==> src/rtl/uart_pkg.sv <==
// uart_pkg: definitions shared by the SoC UART receiver and transmitter.
//   uart_state_e  framing FSM state encoding (idle, start, data, parity, stop)
//   clks_per_bit  system clocks per serial bit, integer-divided from clock and line rate
package uart_pkg;

    typedef enum logic [2:0] {
        StIdle   = 3'd0,
        StStart  = 3'd1,
        StData   = 3'd2,
        StParity = 3'd3,
        StStop   = 3'd4
    } uart_state_e;

    function automatic int unsigned clks_per_bit(input int unsigned clk_hz,
                                                 input int unsigned baud);
        return clk_hz / baud;
    endfunction

endpackage

==> src/rtl/sync_fifo.sv <==
// sync_fifo: single-clock circular FIFO; DEPTH must be a power of two (pointers wrap naturally).
// Ports:
//   clk, reset   clock and synchronous active-high reset (empties the FIFO)
//   push         write push_data; accepted when not full, or when full and a pop happens too
//   push_data    WIDTH-bit write data
//   pop          remove the head entry; ignored while empty
//   head         entry at the head of the queue (stale when empty)
//   full, empty  occupancy flags
//   count        exact occupancy, 0..DEPTH
module sync_fifo #(
    parameter int unsigned WIDTH = 8,
    parameter int unsigned DEPTH = 16
) (
    input  logic                     clk,
    input  logic                     reset,
    input  logic                     push,
    input  logic [WIDTH-1:0]         push_data,
    input  logic                     pop,
    output logic [WIDTH-1:0]         head,
    output logic                     full,
    output logic                     empty,
    output logic [$clog2(DEPTH):0]   count
);

    localparam int unsigned PtrW = $clog2(DEPTH);
    localparam logic [PtrW-1:0] PtrOne  = PtrW'(1);
    localparam logic [PtrW:0]   CntOne  = (PtrW + 1)'(1);
    localparam logic [PtrW:0]   CntFull = (PtrW + 1)'(DEPTH);

    logic [WIDTH-1:0] mem_q [DEPTH];
    logic [PtrW-1:0]  rd_ptr_q;
    logic [PtrW-1:0]  wr_ptr_q;
    logic [PtrW:0]    count_q;
    logic             do_push;
    logic             do_pop;

    assign empty   = (count_q == '0);
    assign full    = (count_q == CntFull);
    assign do_pop  = pop & ~empty;
    // When full, a same-cycle pop frees the slot the push writes into.
    assign do_push = push & (~full | do_pop);
    assign head    = mem_q[rd_ptr_q];
    assign count   = count_q;

    always_ff @(posedge clk) begin
        if (reset) begin
            rd_ptr_q <= '0;
            wr_ptr_q <= '0;
            count_q  <= '0;
        end else begin
            if (do_push) begin
                mem_q[wr_ptr_q] <= push_data;
                wr_ptr_q        <= wr_ptr_q + PtrOne;
            end
            if (do_pop) begin
                rd_ptr_q <= rd_ptr_q + PtrOne;
            end
            case ({do_push, do_pop})
                2'b10:   count_q <= count_q + CntOne;
                2'b01:   count_q <= count_q - CntOne;
                default: count_q <= count_q;
            endcase
        end
    end

endmodule

==> src/rtl/uart_receiver.sv <==
// uart_receiver: 8N1 serial receiver with a receive FIFO drained over a valid/ready pop port.
// Build option: define UART_RX_PARITY_EN for 8E1 framing and the extra parity_err output.
// Ports:
//   clk, reset   system clock and synchronous active-high reset
//   uart_rx      asynchronous serial input, idle high
//   rx_data      byte at the FIFO head (0 when empty)
//   rx_valid     FIFO non-empty
//   rx_ready     pop strobe; head removed on an edge where rx_valid & rx_ready
//   rx_count     FIFO occupancy
//   frame_err    sticky: stop bit sampled low
//   overrun      sticky: byte completed while FIFO full (byte discarded)
//   parity_err   sticky: even-parity mismatch (UART_RX_PARITY_EN only)
//   clear_err    clears the sticky flags; a new error in the same cycle wins
module uart_receiver
    import uart_pkg::*;
#(
    parameter int unsigned CLK_HZ     = 27000000,
    parameter int unsigned BAUD       = 115200,
    parameter int unsigned FIFO_DEPTH = 16
) (
    input  logic                          clk,
    input  logic                          reset,
    input  logic                          uart_rx,
    output logic [7:0]                    rx_data,
    output logic                          rx_valid,
    input  logic                          rx_ready,
    output logic [$clog2(FIFO_DEPTH):0]   rx_count,
    output logic                          frame_err,
    output logic                          overrun,
`ifdef UART_RX_PARITY_EN
    output logic                          parity_err,
`endif
    input  logic                          clear_err
);

    localparam int unsigned CLKS_PER_BIT = clks_per_bit(CLK_HZ, BAUD);
    localparam int unsigned CntW         = $clog2(CLKS_PER_BIT);
    localparam logic [CntW-1:0] HalfLoad = CntW'(CLKS_PER_BIT / 2 - 1);
    localparam logic [CntW-1:0] FullLoad = CntW'(CLKS_PER_BIT - 1);
    localparam logic [CntW-1:0] CntOne   = CntW'(1);
`ifdef UART_RX_PARITY_EN
    localparam uart_state_e StAfterData = StParity;
`else
    localparam uart_state_e StAfterData = StStop;
`endif

    logic            sync1_q;
    logic            sync2_q;
    logic            sync_prev_q;
    uart_state_e     state_q;
    logic [CntW-1:0] cnt_q;
    logic [2:0]      bit_idx_q;
    logic [7:0]      shreg_q;
    logic            push_q;
    logic            frame_err_q;
    logic            overrun_q;
`ifdef UART_RX_PARITY_EN
    logic            parity_ok_q;
    logic            parity_err_q;
`endif

    logic            fifo_full;
    logic            fifo_empty;
    logic [7:0]      fifo_head;

    // Two-flop synchronizer plus one delayed copy for falling-edge detection.
    always_ff @(posedge clk) begin
        if (reset) begin
            sync1_q     <= 1'b1;
            sync2_q     <= 1'b1;
            sync_prev_q <= 1'b1;
        end else begin
            sync1_q     <= uart_rx;
            sync2_q     <= sync1_q;
            sync_prev_q <= sync2_q;
        end
    end

    // Framing FSM with baud counter; every action happens when the counter reaches zero.
    always_ff @(posedge clk) begin
        if (reset) begin
            state_q      <= StIdle;
            cnt_q        <= '0;
            bit_idx_q    <= '0;
            shreg_q      <= '0;
            push_q       <= 1'b0;
            frame_err_q  <= 1'b0;
`ifdef UART_RX_PARITY_EN
            parity_ok_q  <= 1'b0;
            parity_err_q <= 1'b0;
`endif
        end else begin
            push_q <= 1'b0;
            // Assignments further down override this, so a new error beats the clear.
            if (clear_err) begin
                frame_err_q  <= 1'b0;
`ifdef UART_RX_PARITY_EN
                parity_err_q <= 1'b0;
`endif
            end
            unique case (state_q)
                StIdle: begin
                    if (sync_prev_q && !sync2_q) begin
                        state_q <= StStart;
                        cnt_q   <= HalfLoad;
                    end
                end
                StStart: begin
                    if (cnt_q != '0) begin
                        cnt_q <= cnt_q - CntOne;
                    end else if (!sync2_q) begin
                        state_q   <= StData;
                        cnt_q     <= FullLoad;
                        bit_idx_q <= '0;
                    end else begin
                        state_q <= StIdle;  // glitch shorter than half a bit
                    end
                end
                StData: begin
                    if (cnt_q != '0) begin
                        cnt_q <= cnt_q - CntOne;
                    end else begin
                        shreg_q   <= {sync2_q, shreg_q[7:1]};  // LSB arrives first
                        bit_idx_q <= bit_idx_q + 3'd1;
                        cnt_q     <= FullLoad;
                        if (bit_idx_q == 3'd7) begin
                            state_q <= StAfterData;
                        end
                    end
                end
`ifdef UART_RX_PARITY_EN
                StParity: begin
                    if (cnt_q != '0) begin
                        cnt_q <= cnt_q - CntOne;
                    end else begin
                        cnt_q       <= FullLoad;
                        state_q     <= StStop;
                        parity_ok_q <= (sync2_q == ^shreg_q);
                        if (sync2_q != ^shreg_q) begin
                            parity_err_q <= 1'b1;
                        end
                    end
                end
`endif
                StStop: begin
                    if (cnt_q != '0) begin
                        cnt_q <= cnt_q - CntOne;
                    end else begin
                        // Leave at mid-stop-bit so a following start edge is never missed.
                        state_q <= StIdle;
                        if (sync2_q) begin
`ifdef UART_RX_PARITY_EN
                            push_q <= parity_ok_q;
`else
                            push_q <= 1'b1;
`endif
                        end else begin
                            frame_err_q <= 1'b1;
                        end
                    end
                end
                default: state_q <= StIdle;
            endcase
        end
    end

    // Full FIFO implies rx_valid, so rx_ready alone means the pop makes room.
    always_ff @(posedge clk) begin
        if (reset) begin
            overrun_q <= 1'b0;
        end else if (push_q && fifo_full && !rx_ready) begin
            overrun_q <= 1'b1;
        end else if (clear_err) begin
            overrun_q <= 1'b0;
        end
    end

    sync_fifo #(
        .WIDTH (8),
        .DEPTH (FIFO_DEPTH)
    ) u_fifo (
        .clk       (clk),
        .reset     (reset),
        .push      (push_q),
        .push_data (shreg_q),
        .pop       (rx_ready),
        .head      (fifo_head),
        .full      (fifo_full),
        .empty     (fifo_empty),
        .count     (rx_count)
    );

    assign rx_valid  = ~fifo_empty;
    assign rx_data   = fifo_empty ? 8'h00 : fifo_head;
    assign frame_err = frame_err_q;
    assign overrun   = overrun_q;
`ifdef UART_RX_PARITY_EN
    assign parity_err = parity_err_q;
`endif

endmodule
==> config.mk <==
export PLATFORM = sky130hd
export DESIGN_NAME = uart_receiver
export DESIGN_NICKNAME = d
export VERILOG_FILES = /design/src/rtl/uart_pkg.sv /design/src/rtl/sync_fifo.sv /design/src/rtl/uart_receiver.sv
export SDC_FILE = /design/constraint.sdc
export NUM_CORES = 1
export LEC_CHECK = 0
export ABC_AREA = 0
export BUFFER_PORTS_ARGS = -buffer_cell sky130_fd_sc_hd__buf_2
export CORE_MARGIN = 1
export CORE_UTILIZATION = 50
export CTS_CLUSTER_SIZE = 10
export DETAILED_ROUTE_END_ITERATION = 8
export PLACE_DENSITY = 0.69
export RECOVER_POWER = 100
export SETUP_SLACK_MARGIN = 0.1
export SLEW_MARGIN = 20
export SYNTH_ARGS = -nofsm -noshare
export SYNTH_HDL_FRONTEND = slang
export SYNTH_SLANG_ARGS = --single-unit
==> constraint.sdc <==
create_clock -name clk -period 5.4 [get_ports clk]
set_input_delay 0 -clock clk [delete_from_list [all_inputs] [get_ports clk]]
set_output_delay 0 -clock clk [all_outputs]
set_load 0.005 [all_outputs]
==> results <==
- On the critical path, the stage with the largest delay is an instance of sky130_fd_sc_hd__or4_1.
- The highest ir drop seen on vdd is 0.2264 mV.
- The achievable clock frequency is 0.2705 GHz.
- The post-synthesis xor/xnor area fraction is 0.9714%.
- Sorting the synthesized cells by area gives the leading types as sky130_fd_sc_hd__edfxtp_1 53%, sky130_fd_sc_hd__dfxtp_1 12%, sky130_fd_sc_hd__mux4_2 10%.
- The total routed wirelength is 13,710 microns.
- The post-synthesis share of cell area spent on full adders, half adders and majority gates is 2.220%.
- Summed over all cells, the static leakage comes to 2.560 nW.
- The simple-gate area share of the yosys netlist is 7.997%.
- The routed design could run at a clock period as short as 3.697 ns.
- The share of synthesized flip-flops with an asynchronous set or reset is 0%.
- The cell with the most instances on the worst path is sky130_fd_sc_hd__ha_1.
- Across all layers, the routed design uses 3,961 vias.
- The largest net degree at the start of global routing is 47.
- The floorplan die height is 122.1 microns.
- The number of instances in the synthesized netlist is 465.
- The number of buffers added on ports is 20.
- The antenna violation net count after detailed routing is 0.
- Using the TritonRoute via totals, the vias-per-cell ratio works out to 5.851.
- The share of the synthesized area in compound gates (AO/OA/AOI/OAI) is 6.938%.
- The post-route netlist has 16.30% of its cells at a drive strength greater than 1.
- For the pin with the worst max-slew slack, the measured transition is 2.123 ns.
- The core utilization of the finished layout is 56.95%.
- The number of distinct library cells after synthesis is 67.
- The initial antenna violation count is 0.
- The net count of the mapped netlist is 482.
- The clock network latency to the later pin of the worst-skew pair is 0.43 ns.
- The largest family of logic cells by synthesized area is multiplexers.
- The number of synthesized flops with an enable pin is 128.
- The flow ran to the end, but the final reports show violations.
- The repair_antennas step left the layout with diodes totalling 0.
- The floorplan step defined a core boundary enclosing 0.01399 sq mm.
- The clock-pin transition on the worst setup and hold timing paths is 0.06 ns.
- After global routing the overflow that remains totals 0.
- Counting along the longest clock path gives a buffer depth of 2.
- Headroom to the max-slew limit came out at -41.53%.
- The cell area power density is 331.2 mW/mm^2.
- Final hold analysis gives a worst-case slack of 0.02107 ns.
- The final RePlAce weighted congestion is 0.8237.
- The share of the synthesized area in the top cell type is 53.29%.
- Summed over all instances, the cell type with the most area after synthesis is sky130_fd_sc_hd__edfxtp_1.
- Relative to the synthesized area, the layout overhead comes to 10.44%.
- In this run the worst hold path is classified as primary input to register.
- The count of TritonRoute iterations in the first routing pass is 5.
- The clock tree from TritonCTS is done.
- The starting density of the core is 51.57%.
- The number of nets at the end of the flow is 501.
- After synthesis, flip-flops and latches occupy 65.78% of the total area.
- The final clock skew is 0.01470 ns.
- The max capacitance violation total is 1.
- The final reports fail on max-capacitance violations, max-slew violations.
- Detailed placement finished with a half-perimeter wire length of 8499 microns.
- The global routing usage summed across all routing layers is 20.26%.
- Synthesis inferred 173 register bits.
- The synthesized netlist occupies a cell area of 0.007213 sq mm.
- Measured against the total synthesized area, the mux share comes to 14.05%.
- The total count of max-transition violations in the final report is 47.
- In this run, the number of DRC markers left after iteration 0 of detailed routing was 386.
- Measured along the x axis, the die boundary spans 122.1 microns.
- After detailed placement, the design holds a cell count of 643.
- In the final routed layout, each cell accounts on average for 20.25 microns.
- The number of primary I/O pins is 21.
- The final cell count without fillers is 677.
- The number of clock buffers added by TritonCTS is 17.
- Setup repair after global routing left no endpoint under its margin.
- The critical-path maximum fanout is 9.
- STA puts the critical path data required time at 5.71 ns.
- The critical path goes through or4_1 -> o21ai_0 -> clkinv_1 -> ha_1 -> xor2_1 -> ha_1 -> a21oi_1 -> or3b_1 -> a31oi_1 -> mux2_1.
- The predominant post-synthesis flop cell is sky130_fd_sc_hd__edfxtp_1.
- For this run, design rule violations remaining after detail routing come to 0.
- The fraction of the cycle the final worst path needs is 68.46%.
- The via count of the first global-routing pass is 4,091.
- The H-tree generated during clock tree synthesis spans 4 levels.
- The clock net in this run drives a total of 173 sinks.
- For this run, the slowest stage of the critical path takes 0.64 ns.
- The nature of the critical path endpoint is a register.
- The wire length of the first global-routing pass is 21,870 microns.
- The classification of the worst setup path is register to register.
- STA classifies the critical path startpoint as a register.
- The number of hold-slack violations in the final timing report is 0.
- The root buffer cell is sky130_fd_sc_hd__clkbuf_16.
- The signal arrival time at the worst endpoint is 4.01 ns.
- The placement row count is 43.
- The mean instance size in the synthesized netlist is 15.51 sq um.
- For this run, the number of Yosys warnings is 0.
- The area of the die is 0.01491 sq mm.
- The number of failing setup endpoints in the final timing report is 0.
- The setup TNS after final layout is 0 ns.
-- cell usage after synthesis (all sizes together) (4+ instances only) --
library cell / number
or3: 5
ha: 12
nand2: 12
o21ai: 5
inv: 11
dfxtp: 45
mux4: 32
nor4: 4
mux2i: 27
o22ai: 8
xor2: 6
or2: 6
a31oi: 5
o21a: 6
nor2: 47
nand3: 6
buf: 11
nor2b: 5
clkbuf: 13
edfxtp: 128
nand2b: 7
a21oi: 10
nor3: 5
-- layout by cell type, fill, tap and decap left out, types with 8 or more instances in the layout --
cell type and n:
sky130_fd_sc_hd__mux4_2 32, sky130_fd_sc_hd__o22ai_1 8, sky130_fd_sc_hd__nor2_1 47, sky130_fd_sc_hd__mux2i_1 27
sky130_fd_sc_hd__nand2_1 12, sky130_fd_sc_hd__a21oi_1 10, sky130_fd_sc_hd__buf_2 10, sky130_fd_sc_hd__ha_1 12
sky130_fd_sc_hd__clkbuf_1 15, sky130_fd_sc_hd__dfxtp_1 43, sky130_fd_sc_hd__edfxtp_1 128, sky130_fd_sc_hd__inv_1 9
sky130_fd_sc_hd__clkbuf_16 17
-- power by group --
group	internal (mW)	switching, mW
Combinational	0.0309	0.0538
Sequential	1.42	0.00990
Clock	0.657	0.471
-- cell type report --
class | instances | area [sq um]
multi-input combinational | 257 | 2286
timing repair buffer | 24 | 123.9
fill | 1105 | 6022
inverter | 11 | 41.29
tap | 180 | 225.2
clock inverter | 7 | 67.56
sequential | 173 | 4747
clock buffer | 25 | 475.5
-- worst max-delay path, delay by kind of cell (launching register included) --
family,cells,cell delay [ns]
flops,1,0.37
mux,1,0.33
compound gates,3,0.86
fa+ha+maj,2,0.61
buf+inv,1,0.21
simple gates,2,0.99
xor+xnor,1,0.19
-- worst paths after layout --
kind                                startpoint                           end  slack (ns)  depth (start not counted)
setup reg to reg  u_fifo.count[0]$_SDFFE_PP0P_  u_fifo.count[4]$_SDFFE_PP0P_        1.70                         10
setup / recovery  u_fifo.count[0]$_SDFFE_PP0P_  u_fifo.count[4]$_SDFFE_PP0P_        1.70                         10
hold / removal                        rx_ready                      register        0.02                          4
hold reg to reg             sync1_q$_SDFF_PP1_            sync2_q$_SDFF_PP1_        0.41                          1
-- layer usage --
layer  GRT usage (%)  vias up  wire [microns]
met5               0        -               0
met3           4.963       11             568
met1           26.34     2002            6058
li1                -     1856               -
met4           6.936        0             165
met2           33.30       92            6916
-- registers in the layout, summed over array words and instances, names as in the netlist, named ones only --
signal and cells:
frame_err 1, sync1_q 1, bit_idx_q 3, u_fifo.mem_q 128, overrun 1, state_q 3
u_fifo.wr_ptr_q 4, shreg_q 8, u_fifo.rd_ptr_q 4, u_fifo.count 5, cnt_q 8, push_q 1
sync2_q 1, sync_prev_q 1
-- kinds of logic (layout without fill, tap and decap cells) --
family          after synthesis  in the layout
compound gates               63             63
xor+xnor                      8              8
fa+ha+maj                    13             13
buf+inv                      35             67
flops                       173            173
mux                          61             61
simple gates                112            112
-- timing repair --
item | in CTS | in global routing
hold buffers | 2 | 0
buffers inserted | 0 | 0
gates resized for setup | 0 | 0
hold endpoints to repair | 3 | 0
-- metrics by stage --
stage / instance area, sq um / worst slack [ns] / power [mW]
floorplan: 7213 / 2.123 / 1.523
global placement: 7448 / 2.177 / 1.539
detailed placement: 7448 / 2.059 / 1.541
CTS: 8011 / 2.051 / 2.659
global route: 7966 / 1.382 / 2.724
finish: 7966 / 1.703 / 2.638
(Power assumes the default switching activity.)
